### src/rtl/ex_muldiv_ctrl_pkg.sv
// Shared definitions for the EX-stage multiply/divide sequencer.
// Holds the operation encodings, FSM states and default widths.
package ex_muldiv_ctrl_pkg;

  localparam int unsigned MD_NB_REG = 32;
  localparam int unsigned MD_NB_OP  = 3;
  localparam int unsigned MD_NB_CNT = 6;

  typedef enum logic [2:0] {
    MdMult  = 3'd0,
    MdMultu = 3'd1,
    MdDiv   = 3'd2,
    MdDivu  = 3'd3,
    MdMthi  = 3'd4,
    MdMtlo  = 3'd5
  } md_op_e;

  typedef enum logic [1:0] {
    StIdle = 2'd0,
    StRun  = 2'd1,
    StFix  = 2'd2
  } md_state_e;

endpackage

### src/rtl/ex_muldiv_ctrl_if.sv
// EX-stage <-> muldiv sequencer bundle: op issue, MFHI/MFLO read request, flush,
// HI/LO results and busy/done/stall status.
interface ex_muldiv_ctrl_if
  import ex_muldiv_ctrl_pkg::*;
#(
  parameter int unsigned NB_REG = MD_NB_REG,
  parameter int unsigned NB_OP  = MD_NB_OP
);

  logic              i_start;
  logic [NB_OP-1:0]  i_md_op;
  logic [NB_REG-1:0] i_rs_data;
  logic [NB_REG-1:0] i_rt_data;
  logic              i_read_req;
  logic              i_flush;
  logic [NB_REG-1:0] o_hi;
  logic [NB_REG-1:0] o_lo;
  logic              o_busy;
  logic              o_done;
  logic              o_stall;

  modport master (
    output i_start, i_md_op, i_rs_data, i_rt_data, i_read_req, i_flush,
    input  o_hi, o_lo, o_busy, o_done, o_stall
  );

  modport slave (
    input  i_start, i_md_op, i_rs_data, i_rt_data, i_read_req, i_flush,
    output o_hi, o_lo, o_busy, o_done, o_stall
  );

endinterface

### src/rtl/ex_muldiv_ctrl_iter_core.sv
// Iterative datapath: 64-bit shift register with shift-add multiply and restoring divide.
// Operates on magnitudes only; sign handling lives in the controller.
module ex_muldiv_ctrl_iter_core #(
  parameter int unsigned NB_REG = 32
) (
  input  logic              clk_i,
  input  logic              rst_ni,
  input  logic              clr_i,
  input  logic              load_i,
  input  logic              step_i,
  input  logic              div_i,
  input  logic [NB_REG-1:0] a_i,
  input  logic [NB_REG-1:0] b_i,
  output logic [NB_REG-1:0] hi_o,
  output logic [NB_REG-1:0] lo_o
);

  logic [NB_REG-1:0] acc_hi_q, acc_hi_d;
  logic [NB_REG-1:0] acc_lo_q, acc_lo_d;
  logic [NB_REG-1:0] b_q, b_d;
  logic [NB_REG:0]   add_sum;
  logic [NB_REG:0]   sub_in;
  logic [NB_REG:0]   sub_diff;

  // Multiply: LO holds the multiplier, consumed LSB first while the sum shifts in from the top.
  assign add_sum  = {1'b0, acc_hi_q} + (acc_lo_q[0] ? {1'b0, b_q} : '0);
  // Divide: partial remainder < divisor, so a set MSB of the difference means "restore".
  assign sub_in   = {acc_hi_q, acc_lo_q[NB_REG-1]};
  assign sub_diff = sub_in - {1'b0, b_q};

  always_comb begin
    acc_hi_d = acc_hi_q;
    acc_lo_d = acc_lo_q;
    b_d      = b_q;
    if (clr_i) begin
      acc_hi_d = '0;
      acc_lo_d = '0;
      b_d      = '0;
    end else if (load_i) begin
      acc_hi_d = '0;
      acc_lo_d = a_i;
      b_d      = b_i;
    end else if (step_i) begin
      if (div_i) begin
        if (!sub_diff[NB_REG]) begin
          acc_hi_d = sub_diff[NB_REG-1:0];
          acc_lo_d = {acc_lo_q[NB_REG-2:0], 1'b1};
        end else begin
          acc_hi_d = sub_in[NB_REG-1:0];
          acc_lo_d = {acc_lo_q[NB_REG-2:0], 1'b0};
        end
      end else begin
        acc_hi_d = add_sum[NB_REG:1];
        acc_lo_d = {add_sum[0], acc_lo_q[NB_REG-1:1]};
      end
    end
  end

  always_ff @(posedge clk_i or negedge rst_ni) begin
    if (!rst_ni) begin
      acc_hi_q <= '0;
      acc_lo_q <= '0;
      b_q      <= '0;
    end else begin
      acc_hi_q <= acc_hi_d;
      acc_lo_q <= acc_lo_d;
      b_q      <= b_d;
    end
  end

  assign hi_o = acc_hi_q;
  assign lo_o = acc_lo_q;

endmodule

### src/rtl/ex_muldiv_ctrl.sv
// MULT/MULTU/DIV/DIVU sequencer beside EX; owns HI/LO, handles MTHI/MTLO and
// stalls dependent ops while a 32-iteration operation is in flight.
module ex_muldiv_ctrl
  import ex_muldiv_ctrl_pkg::*;
#(
  parameter int unsigned NB_REG = MD_NB_REG,
  parameter int unsigned NB_OP  = MD_NB_OP,
  parameter int unsigned NB_CNT = MD_NB_CNT
) (
  input logic            i_clk,
  input logic            i_rst_n,
  ex_muldiv_ctrl_if.slave md
);

  md_state_e           state_q, state_d;
  logic [NB_CNT-1:0]   cnt_q, cnt_d;
  logic                sign_rs_q, sign_rs_d;
  logic                sign_rt_q, sign_rt_d;
  logic                is_div_q, is_div_d;
  logic                dz_q, dz_d;
  logic [NB_REG-1:0]   hi_q, hi_d;
  logic [NB_REG-1:0]   lo_q, lo_d;
  logic                done_q, done_d;
  logic                core_clr, core_load, core_step;
  logic [NB_REG-1:0]   core_hi, core_lo;
  logic [NB_REG-1:0]   mag_rs, mag_rt;
  logic [NB_OP-1:0]    op;
  logic                op_signed;
  logic                busy;
  logic [2*NB_REG-1:0] prod_raw, prod_fix;
  logic [NB_REG-1:0]   quo_fix, rem_fix;

  assign op        = md.i_md_op;
  assign op_signed = (op == NB_OP'(MdMult)) || (op == NB_OP'(MdDiv));
  assign mag_rs    = (op_signed && md.i_rs_data[NB_REG-1]) ? -md.i_rs_data : md.i_rs_data;
  assign mag_rt    = (op_signed && md.i_rt_data[NB_REG-1]) ? -md.i_rt_data : md.i_rt_data;

  assign prod_raw  = {core_hi, core_lo};
  assign prod_fix  = (sign_rs_q ^ sign_rt_q) ? -prod_raw : prod_raw;
  assign quo_fix   = (sign_rs_q ^ sign_rt_q) ? -core_lo : core_lo;
  // Remainder follows the dividend; for x/0 this reproduces the original rs value.
  assign rem_fix   = sign_rs_q ? -core_hi : core_hi;

  ex_muldiv_ctrl_iter_core #(
    .NB_REG (NB_REG)
  ) u_iter_core (
    .clk_i  (i_clk),
    .rst_ni (i_rst_n),
    .clr_i  (core_clr),
    .load_i (core_load),
    .step_i (core_step),
    .div_i  (is_div_q),
    .a_i    (mag_rs),
    .b_i    (mag_rt),
    .hi_o   (core_hi),
    .lo_o   (core_lo)
  );

  always_comb begin
    state_d   = state_q;
    cnt_d     = cnt_q;
    sign_rs_d = sign_rs_q;
    sign_rt_d = sign_rt_q;
    is_div_d  = is_div_q;
    dz_d      = dz_q;
    hi_d      = hi_q;
    lo_d      = lo_q;
    done_d    = 1'b0;
    core_clr  = 1'b0;
    core_load = 1'b0;
    core_step = 1'b0;
    if (md.i_flush) begin
      state_d   = StIdle;
      cnt_d     = '0;
      sign_rs_d = 1'b0;
      sign_rt_d = 1'b0;
      is_div_d  = 1'b0;
      dz_d      = 1'b0;
      core_clr  = 1'b1;
    end else begin
      unique case (state_q)
        StIdle: begin
          if (md.i_start) begin
            case (op)
              NB_OP'(MdMult), NB_OP'(MdMultu), NB_OP'(MdDiv), NB_OP'(MdDivu): begin
                core_load = 1'b1;
                cnt_d     = '0;
                sign_rs_d = op_signed & md.i_rs_data[NB_REG-1];
                sign_rt_d = op_signed & md.i_rt_data[NB_REG-1];
                is_div_d  = (op == NB_OP'(MdDiv)) || (op == NB_OP'(MdDivu));
                dz_d      = is_div_d && (md.i_rt_data == '0);
                state_d   = StRun;
              end
              NB_OP'(MdMthi): hi_d = md.i_rs_data;
              NB_OP'(MdMtlo): lo_d = md.i_rs_data;
              default: ;
            endcase
          end
        end
        StRun: begin
          core_step = 1'b1;
          cnt_d     = cnt_q + 1'b1;
          if (cnt_q == NB_CNT'(NB_REG - 1)) begin
            cnt_d   = '0;
            state_d = StFix;
          end
        end
        StFix: begin
          if (is_div_q) begin
            hi_d = rem_fix;
            lo_d = dz_q ? '1 : quo_fix;
          end else begin
            {hi_d, lo_d} = prod_fix;
          end
          done_d  = 1'b1;
          state_d = StIdle;
        end
        default: state_d = StIdle;
      endcase
    end
  end

  always_ff @(posedge i_clk or negedge i_rst_n) begin
    if (!i_rst_n) begin
      state_q   <= StIdle;
      cnt_q     <= '0;
      sign_rs_q <= 1'b0;
      sign_rt_q <= 1'b0;
      is_div_q  <= 1'b0;
      dz_q      <= 1'b0;
      hi_q      <= '0;
      lo_q      <= '0;
      done_q    <= 1'b0;
    end else begin
      state_q   <= state_d;
      cnt_q     <= cnt_d;
      sign_rs_q <= sign_rs_d;
      sign_rt_q <= sign_rt_d;
      is_div_q  <= is_div_d;
      dz_q      <= dz_d;
      hi_q      <= hi_d;
      lo_q      <= lo_d;
      done_q    <= done_d;
    end
  end

  assign busy       = (state_q != StIdle);
  assign md.o_hi    = hi_q;
  assign md.o_lo    = lo_q;
  assign md.o_busy  = busy;
  assign md.o_done  = done_q;
  assign md.o_stall = busy & (md.i_start | md.i_read_req);

endmodule

### src/flat_wrapper.sv
// flat-port wrapper written by rule: the top's interface ports become plain ports
module ex_muldiv_ctrl_flat import ex_muldiv_ctrl_pkg::*;
#(
  parameter int unsigned NB_REG = MD_NB_REG,
  parameter int unsigned NB_OP  = MD_NB_OP,
  parameter int unsigned NB_CNT = MD_NB_CNT
)
  (i_clk, i_rst_n, md_i_start, md_i_md_op, md_i_rs_data, md_i_rt_data, md_i_read_req, md_i_flush, md_o_hi, md_o_lo, md_o_busy, md_o_done, md_o_stall);
  ex_muldiv_ctrl_if #(.NB_REG(NB_REG), .NB_OP(NB_OP)) md_i ();
  input logic i_clk;
  input logic i_rst_n;
  input wire logic [$bits(md_i.i_start)-1:0] md_i_start;
  input wire logic [$bits(md_i.i_md_op)-1:0] md_i_md_op;
  input wire logic [$bits(md_i.i_rs_data)-1:0] md_i_rs_data;
  input wire logic [$bits(md_i.i_rt_data)-1:0] md_i_rt_data;
  input wire logic [$bits(md_i.i_read_req)-1:0] md_i_read_req;
  input wire logic [$bits(md_i.i_flush)-1:0] md_i_flush;
  output wire logic [$bits(md_i.o_hi)-1:0] md_o_hi;
  output wire logic [$bits(md_i.o_lo)-1:0] md_o_lo;
  output wire logic [$bits(md_i.o_busy)-1:0] md_o_busy;
  output wire logic [$bits(md_i.o_done)-1:0] md_o_done;
  output wire logic [$bits(md_i.o_stall)-1:0] md_o_stall;
  assign md_i.i_start = md_i_start;
  assign md_i.i_md_op = md_i_md_op;
  assign md_i.i_rs_data = md_i_rs_data;
  assign md_i.i_rt_data = md_i_rt_data;
  assign md_i.i_read_req = md_i_read_req;
  assign md_i.i_flush = md_i_flush;
  assign md_o_hi = md_i.o_hi;
  assign md_o_lo = md_i.o_lo;
  assign md_o_busy = md_i.o_busy;
  assign md_o_done = md_i.o_done;
  assign md_o_stall = md_i.o_stall;
  ex_muldiv_ctrl #(.NB_REG(NB_REG), .NB_OP(NB_OP), .NB_CNT(NB_CNT)) u_core (.i_clk(i_clk), .i_rst_n(i_rst_n), .md(md_i));
endmodule
### config.mk
export PLATFORM = sky130hd
export DESIGN_NAME = ex_muldiv_ctrl_flat
export DESIGN_NICKNAME = d
export VERILOG_FILES = /design/src/rtl/ex_muldiv_ctrl_pkg.sv /design/src/rtl/ex_muldiv_ctrl_if.sv /design/src/rtl/ex_muldiv_ctrl_iter_core.sv /design/src/rtl/ex_muldiv_ctrl.sv /design/src/flat_wrapper.sv
export SDC_FILE = /design/constraint.sdc
export NUM_CORES = 1
export LEC_CHECK = 0
export CAP_MARGIN = 0
export CORE_UTILIZATION = 24
export DETAILED_ROUTE_END_ITERATION = 8
export GPL_TIMING_DRIVEN = 0
export MAX_ROUTING_LAYER = met4
export PLACE_DENSITY_LB_ADDON = 0.3
export REMOVE_ABC_BUFFERS = 1
export SETUP_SLACK_MARGIN = 0.3
export SKIP_CTS_REPAIR_TIMING = 1
export SYNTH_ARGS = -nofsm -noshare
export SYNTH_HDL_FRONTEND = slang
export SYNTH_SLANG_ARGS = --single-unit
export TNS_END_PERCENT = 5
### constraint.sdc
create_clock -name i_clk -period 4.1 [get_ports i_clk]
set_input_delay 1.23 -clock i_clk [delete_from_list [all_inputs] [get_ports i_clk]]
set_output_delay 1.23 -clock i_clk [all_outputs]
set_load 0.01 [all_outputs]
==> impl_metrics.env <==
export IMPL_drive_gt1_frac=0.0829
export IMPL_hold_ws_ns=0.480
export IMPL_setup_viol=0
export IMPL_antenna_found_initial=1
export IMPL_p_switching_mw=1.89
export IMPL_total_leakage_power_nw=7.25
export IMPL_hpwl_um=38400
export IMPL_async_reset_ff_frac=1.00
export IMPL_rows=89
export IMPL_slew_violations=0
export IMPL_slew_limit_headroom=0.200
export IMPL_finalNetCount=2035
export IMPL_yosysSeqAreaShare=0.299
export IMPL_postRouteAntennaNets=0
export IMPL_ioPinCount=139
export IMPL_num_vias=13952
export IMPL_path_cells="clkinvlp_4 -> ha_4 -> fa_2 -> nand2b_4 -> a21oi_4 -> a2111oi_4 -> o31ai_4 -> a31oi_4 -> o21a_4 -> o311ai_4 -> buf_6 -> buf_12 -> buf_16 -> mux2i_1 -> nor2_1 -> a221o_1"
export IMPL_pwr_share_seq=0.376
export IMPL_slowest_stage="dfrtp_2"
export IMPL_max_cap_violations=0
export IMPL_critPathCaptureType="register"
export IMPL_clock_latency_ns=0.50
export IMPL_gp_congestion=0.912
export IMPL_holdPathStages=2
export IMPL_post_route_util=0.300
export IMPL_cts_buffer_depth=2
export IMPL_max_freq_mhz=257
export IMPL_root_buffer="clkbuf_16"
export IMPL_netlist_area_um2=14500
export IMPL_crit_cells=16
export IMPL_power_total_mw=5.55
export IMPL_violations="DRC"
export IMPL_crit_path_max_incr_delay_ns=0.41
export IMPL_numCtsBuffers=17
export IMPL_drt_iter0_drc=1281
export IMPL_avgSynthCellArea_um2=8.03
export IMPL_drc=13
export IMPL_critical_path_startpoint_type="register"
export IMPL_outcome="finished with violations"
export IMPL_vias_per_cell=5.21
export IMPL_vdd_drop_max_uv=237
export IMPL_cp_max_fo=7
export IMPL_critical_path_top_delay_family="compound AO/OA/AOI/OAI gates"
export IMPL_p_sw_frac=0.341
export IMPL_fillers=6282
export IMPL_routed_wl_um=51800
export IMPL_combPwrFrac=0.303
export IMPL_design_die_area_um2=61300
export IMPL_firstDrtPassIters=9
export IMPL_yosys_register_bits=173
export IMPL_critPathRequiredTime_ns=4.46
export IMPL_power_density_nw_per_um2=311
export IMPL_power_internal_mw=3.66
export IMPL_track_usage=0.173
export IMPL_finalCriticalPeriod_ns=3.89
export IMPL_period_share=0.949
export IMPL_yosys_cell_types_count=84
export IMPL_multiInputGateArea_um2=9720
export IMPL_io_buffers=138
export IMPL_initial_utilization=0.244
export IMPL_first_global_vias=13420
export IMPL_yosys_warnings=0
export IMPL_ff_latch_area_um2=4340
export IMPL_cts_sinks=173
export IMPL_dp_slack_ns=-0.849
export IMPL_hold_path_class="register to register"
export IMPL_wl_per_cell_um=19.3
export IMPL_critical_path_buf_inv_count=4
export IMPL_fp_dieW_um=248
export IMPL_die_h_um=248
export IMPL_fin_ws_ns=0.210
export IMPL_final_hold_violation_count=0
export IMPL_htreeDepth=4
export IMPL_r2r_cells=16
export IMPL_postSynthCellCount=1803
export IMPL_syn_to_final_growth_pct=23.0
export IMPL_critPathArrivalTime_ns=4.25
export IMPL_synth_edf_count=0
export IMPL_grt_max_degree=90
export IMPL_globalRouteOverflowTotal=0
export IMPL_cts_tree="yes"
export IMPL_ys_flop_type="dfrtp_1"
export IMPL_clock_skew_ns=0.0191
export IMPL_rsz0062_at_grt="yes"
export IMPL_critPathKind="register to register"
export IMPL_core_area_um2=59400
export IMPL_tightestPinTransition_ns=1.20
export IMPL_grt_pass1_wl_um=78900
export IMPL_clockPowerShare=0.320
export IMPL_cts_clk_slew_worst_paths_ns=0.08
## layout make-up
class / instances / share of cell area
diodes: 1 / 0.000140
clock buffers: 20 / 0.0262
clock inverters: 12 / 0.00850
inverters: 69 / 0.0150
multi-input cells: 1454 / 0.546
flip-flops and latches: 173 / 0.243
well taps: 773 / 0.0543
repair buffers: 176 / 0.106
repair inverters: 1 / 0.000281
## cells in the final DEF, fill, tap and decap left out, drive strengths merged, types with 26 or more instances in the layout
master / synthesis / layout
a211oi: 26 / 26
a21oi: 118 / 118
buf: 26 / 39
clkdlybuf4s50: 0 / 132
dfrtp: 173 / 173
ha: 69 / 69
inv: 69 / 71
mux2i: 50 / 50
nand2: 227 / 227
nor2: 167 / 167
nor3: 30 / 30
nor4: 27 / 27
o21ai: 178 / 178
o221ai: 26 / 26
o22ai: 32 / 32
xnor2: 88 / 88
xor2: 78 / 78
## synth_stat cells (8+ instances only)
cell / n / area share
a211oi_1: 25 / 0.013
a21o_1: 18 / 0.0093
a21oi_1: 117 / 0.040
a221oi_1: 16 / 0.0097
a22oi_1: 18 / 0.0093
a31oi_1: 17 / 0.0073
and2_1: 11 / 0.0048
buf_1: 14 / 0.0036
buf_2: 8 / 0.0028
clkbuf_1: 81 / 0.021
dfrtp_1: 173 / 0.30
ha_1: 69 / 0.060
inv_1: 69 / 0.018
mux2_2: 12 / 0.0093
mux2i_1: 50 / 0.035
nand2_1: 227 / 0.059
nand2b_1: 15 / 0.0065
nand3_1: 21 / 0.0073
nand4_1: 12 / 0.0052
nor2_1: 167 / 0.043
nor2b_1: 11 / 0.0048
nor3_1: 29 / 0.010
nor4_1: 22 / 0.0095
o211ai_1: 15 / 0.0078
o21a_1: 13 / 0.0067
o21ai_0: 141 / 0.049
o21ai_1: 37 / 0.013
o21bai_1: 12 / 0.0062
o221ai_1: 26 / 0.016
o22ai_1: 32 / 0.014
o31ai_1: 15 / 0.0078
o41ai_1: 11 / 0.0067
or3_1: 19 / 0.0082
xnor2_1: 88 / 0.053
xor2_1: 78 / 0.047
## flip-flops by register name, indices dropped and copies added, names as in the netlist
register and cells:
u_core.md.o_hi 32, u_core.md.o_lo 32, u_core.u_iter_core.b_q 32, u_core.u_iter_core.hi_o 32, u_core.u_iter_core.lo_o 32, u_core.cnt_q 6
u_core.state_q 2, u_core.dz_q 1, u_core.is_div_q 1, u_core.md.o_done 1, u_core.sign_rs_q 1, u_core.sign_rt_q 1
## metal layers
| metal | wire length, um | vias to the layer above | track usage |
|---|---|---|---|
| met5 | 0 | - | - |
| met4 | 1550 | 0 | 0.0682 |
| met3 | 2980 | 92 | 0.0335 |
| met2 | 23100 | 454 | 0.261 |
| met1 | 24100 | 6666 | 0.225 |
| li1 | - | 6740 | - |
## worst reg2reg max path, cell delays in order (launching register included)
cell        delay [ns]
dfrtp_2           0.41
clkinvlp_4        0.19
ha_4              0.22
fa_2              0.36
nand2b_4          0.17
a21oi_4           0.22
a2111oi_4         0.10
o31ai_4           0.39
a31oi_4           0.22
o21a_4            0.27
o311ai_4          0.21
buf_6             0.18
buf_12            0.13
buf_16            0.12
mux2i_1           0.18
nor2_1            0.08
a221o_1           0.31
## cells by family after synthesis
group / synth area share
AOI/OAI and AO/OA: 0.254
xor gates and xnor gates: 0.100
adders and majority gates: 0.0624
buffers and inverters: 0.0490
DFF: 0.299
muxes: 0.0439
and+or+nand+nor: 0.191
## power by group through the flow
| stage | clock [mW] | combinational, mW | sequential, mW |
|---|---|---|---|
| 3_5_place_dp | 0 | 1.59 | 2.12 |
| 6_report | 1.78 | 1.68 | 2.09 |
| 3_3_place_gp | 0 | 1.55 | 2.13 |
| 5_1_grt | 1.89 | 1.84 | 2.12 |
| 2_1_floorplan | 0 | 0.795 | 2.14 |
| 4_1_cts | 1.84 | 1.60 | 2.09 |
## metrics by stage
stage	std cells	instance area [um2]	TNS, ns
after floorplan	1696	14000	-237.48
after global placement	2607	16400	-1966.80
after detailed placement	2621	16700	-22.50
after CTS	2653	17300	-18.69
after global routing	2679	17800	0
final	2679	17800	0
## path summary, 6_finish.rpt
path / startpoint / endpoint / slack (ns)
setup / recovery: u_core.u_iter_core.lo_o[31]$_DFFE_PN0P_ / u_core.u_iter_core.hi_o[14]$_DFFE_PN0P_ / 0.21
hold / removal: u_core.u_iter_core.b_q[26]$_DFFE_PN0P_ / u_core.u_iter_core.b_q[26]$_DFFE_PN0P_ / 0.48
setup reg to reg: u_core.u_iter_core.lo_o[31]$_DFFE_PN0P_ / u_core.u_iter_core.hi_o[14]$_DFFE_PN0P_ / 0.21
hold reg to reg: u_core.u_iter_core.b_q[26]$_DFFE_PN0P_ / u_core.u_iter_core.b_q[26]$_DFFE_PN0P_ / 0.48
max in group asynchronous: i_rst_n / u_core.u_iter_core.b_q[17]$_DFFE_PN0P_ / 2.45
min in group asynchronous: i_rst_n / u_core.md.o_hi[7]$_DFFE_PN0P_ / 0.74
(Power assumes the default switching activity.)
==> RTL edit (same settings) <==
Take the reset off `hi_q` and load it in a clocked block of its own.
--- a/src/rtl/ex_muldiv_ctrl.sv
+++ b/src/rtl/ex_muldiv_ctrl.sv
@@ -128,7 +128,6 @@
       sign_rt_q <= 1'b0;
       is_div_q  <= 1'b0;
       dz_q      <= 1'b0;
-      hi_q      <= '0;
       lo_q      <= '0;
       done_q    <= 1'b0;
     end else begin
@@ -138,10 +137,13 @@
       sign_rt_q <= sign_rt_d;
       is_div_q  <= is_div_d;
       dz_q      <= dz_d;
-      hi_q      <= hi_d;
       lo_q      <= lo_d;
       done_q    <= done_d;
     end
+  end
+
+  always_ff @(posedge i_clk) begin
+    hi_q <= hi_d;
   end
 
   assign busy       = (state_q != StIdle);
Function: changed (a bounded check fails within 4 cycles, from zero or initial values and one cycle with i_rst_n low).
==> RTL edit against the unedited design <==
  * Worst hold slack worse by 0.94 ps
  * Non-clock buffer count is 12 lower
  * Routed wire length is 2.8% higher
  * Area after synthesis is 2.1% higher
  * Worst setup slack better by 16 ps
  * Cell area is 0.50% lower
  * Core utilization is 0.76 points lower
  * Total power is 7.5% lower
  * First-iteration DRC count is 6.9% lower
  * Sequential cell count stayed put
  * Largest cell class unchanged
  * Largest power group unchanged
==> RTL edit: results <==
export IMPL_status="completed"
export IMPL_ys_types=83
export IMPL_reg2regPathDepth=12
export IMPL_holdWs_ps=479
export IMPL_use_met3_pct=2.37
export IMPL_drtPass1Iterations=7
export IMPL_clock_skew_ps=18.4
export IMPL_crit_fanout=5
export IMPL_layout_drive_gt1_share_pct=6.94
export IMPL_p_total_mw=5.13
export IMPL_synthTopCellsByCount="nand2_1, nor2_1, o21ai_0"
export IMPL_dr_wl_met3_um=3020
export IMPL_wl_per_cell_um=19.7
export IMPL_pwr_share_seq_pct=39.3
export IMPL_grt_pass1_vias=13620
export IMPL_groute_usage_overall_pct=17.0
export IMPL_cpPeakStageDelay_ps=630
export IMPL_antenna_found_initial=0
export IMPL_wl_met2_um=24400
export IMPL_routabilityCongestion=0.891
export IMPL_placed_area_um2=17000
export IMPL_r2r_end="u_core.md.o_hi[30]"
export IMPL_grt_max_degree=82
export IMPL_arrival_ps=4190
export IMPL_synth_area_leaders="dfrtp_1, edfxtp_1, ha_1, o21ai_0, nand2_1"
export IMPL_synthAdderAreaFrac_pct=6.11
export IMPL_synth_seq_area_share_pct=30.4
export IMPL_met2_usage_pct=26.6
export IMPL_grt_pass1_wl_um=81100
export IMPL_hp_start="u_core.md.o_lo[19]"
export IMPL_crit_start="md_i_rs_data[5]"
export IMPL_irDropWorstVdd_uv=213
export IMPL_r2r_setup_slack_ps=270
export IMPL_insertion_delay_ps=480
export IMPL_cpMaxStageDelayCell="or4_4"
export IMPL_period_share_pct=94.5
export IMPL_worst_pin_slew_ps=1260
export IMPL_hold_end="u_core.md.o_lo[19]"
export IMPL_dp_hpwl_um=39500
## RTL edit: how the worst max path moves through the flow
| stage | to | cells after the start | slack, ps |
|---|---|---|---|
| CTS | u_core.u_iter_core.hi_o[30] | 12 | -490 |
| global placement | u_core.u_iter_core.lo_o[0] | 7 | -10170 |
| detailed placement | u_core.u_iter_core.lo_o[0] | 8 | -900 |
| finish | u_core.u_iter_core.lo_o[29] | 9 | 230 |
| global route | u_core.md.o_hi[28] | 11 | 120 |
| floorplan | u_core.u_iter_core.lo_o[0] | 6 | -3910 |
## RTL edit: logic make-up (layout without fill, tap and decap cells)
| kind of cell | after synthesis | after routing |
|---|---|---|
| xor gates and xnor gates | 155 | 155 |
| and+or+nand+nor | 607 | 609 |
| AOI/OAI and AO/OA | 583 | 583 |
| muxes | 59 | 59 |
| other | 0 | 1 |
| DFF | 173 | 173 |
| adders and majority gates | 71 | 71 |
| buffers and inverters | 187 | 266 |
## RTL edit: area by class of cell
cell class	instances	area (um2)
fillers	6460	42900
multi-input cells	1477	9700
flip-flops and latches	173	4500
repair buffers	164	1710
well taps	782	978
clock buffers	19	443
inverters	69	263
clock inverters	13	123
repair inverters	1	7.51
diodes	1	2.50
## RTL edit: worst reg2reg max path, cell delays in order, from the launching register on
cell	delay (ps)
dfrtp_2	560
clkinvlp_4	120
buf_4	180
ha_1	250
inv_1	100
nor4_4	350
and2_1	370
nand3_4	180
or4_4	620
o41ai_4	320
nand2_1	160
xnor2_1	250
o21ai_1	100
## RTL edit: through the flow
step	cells	setup WS, ps
finish	2699	226
global route	2698	117
CTS	2685	-491
detailed placement	2653	-904
global placement	2637	-10170
floorplan	1717	-3910
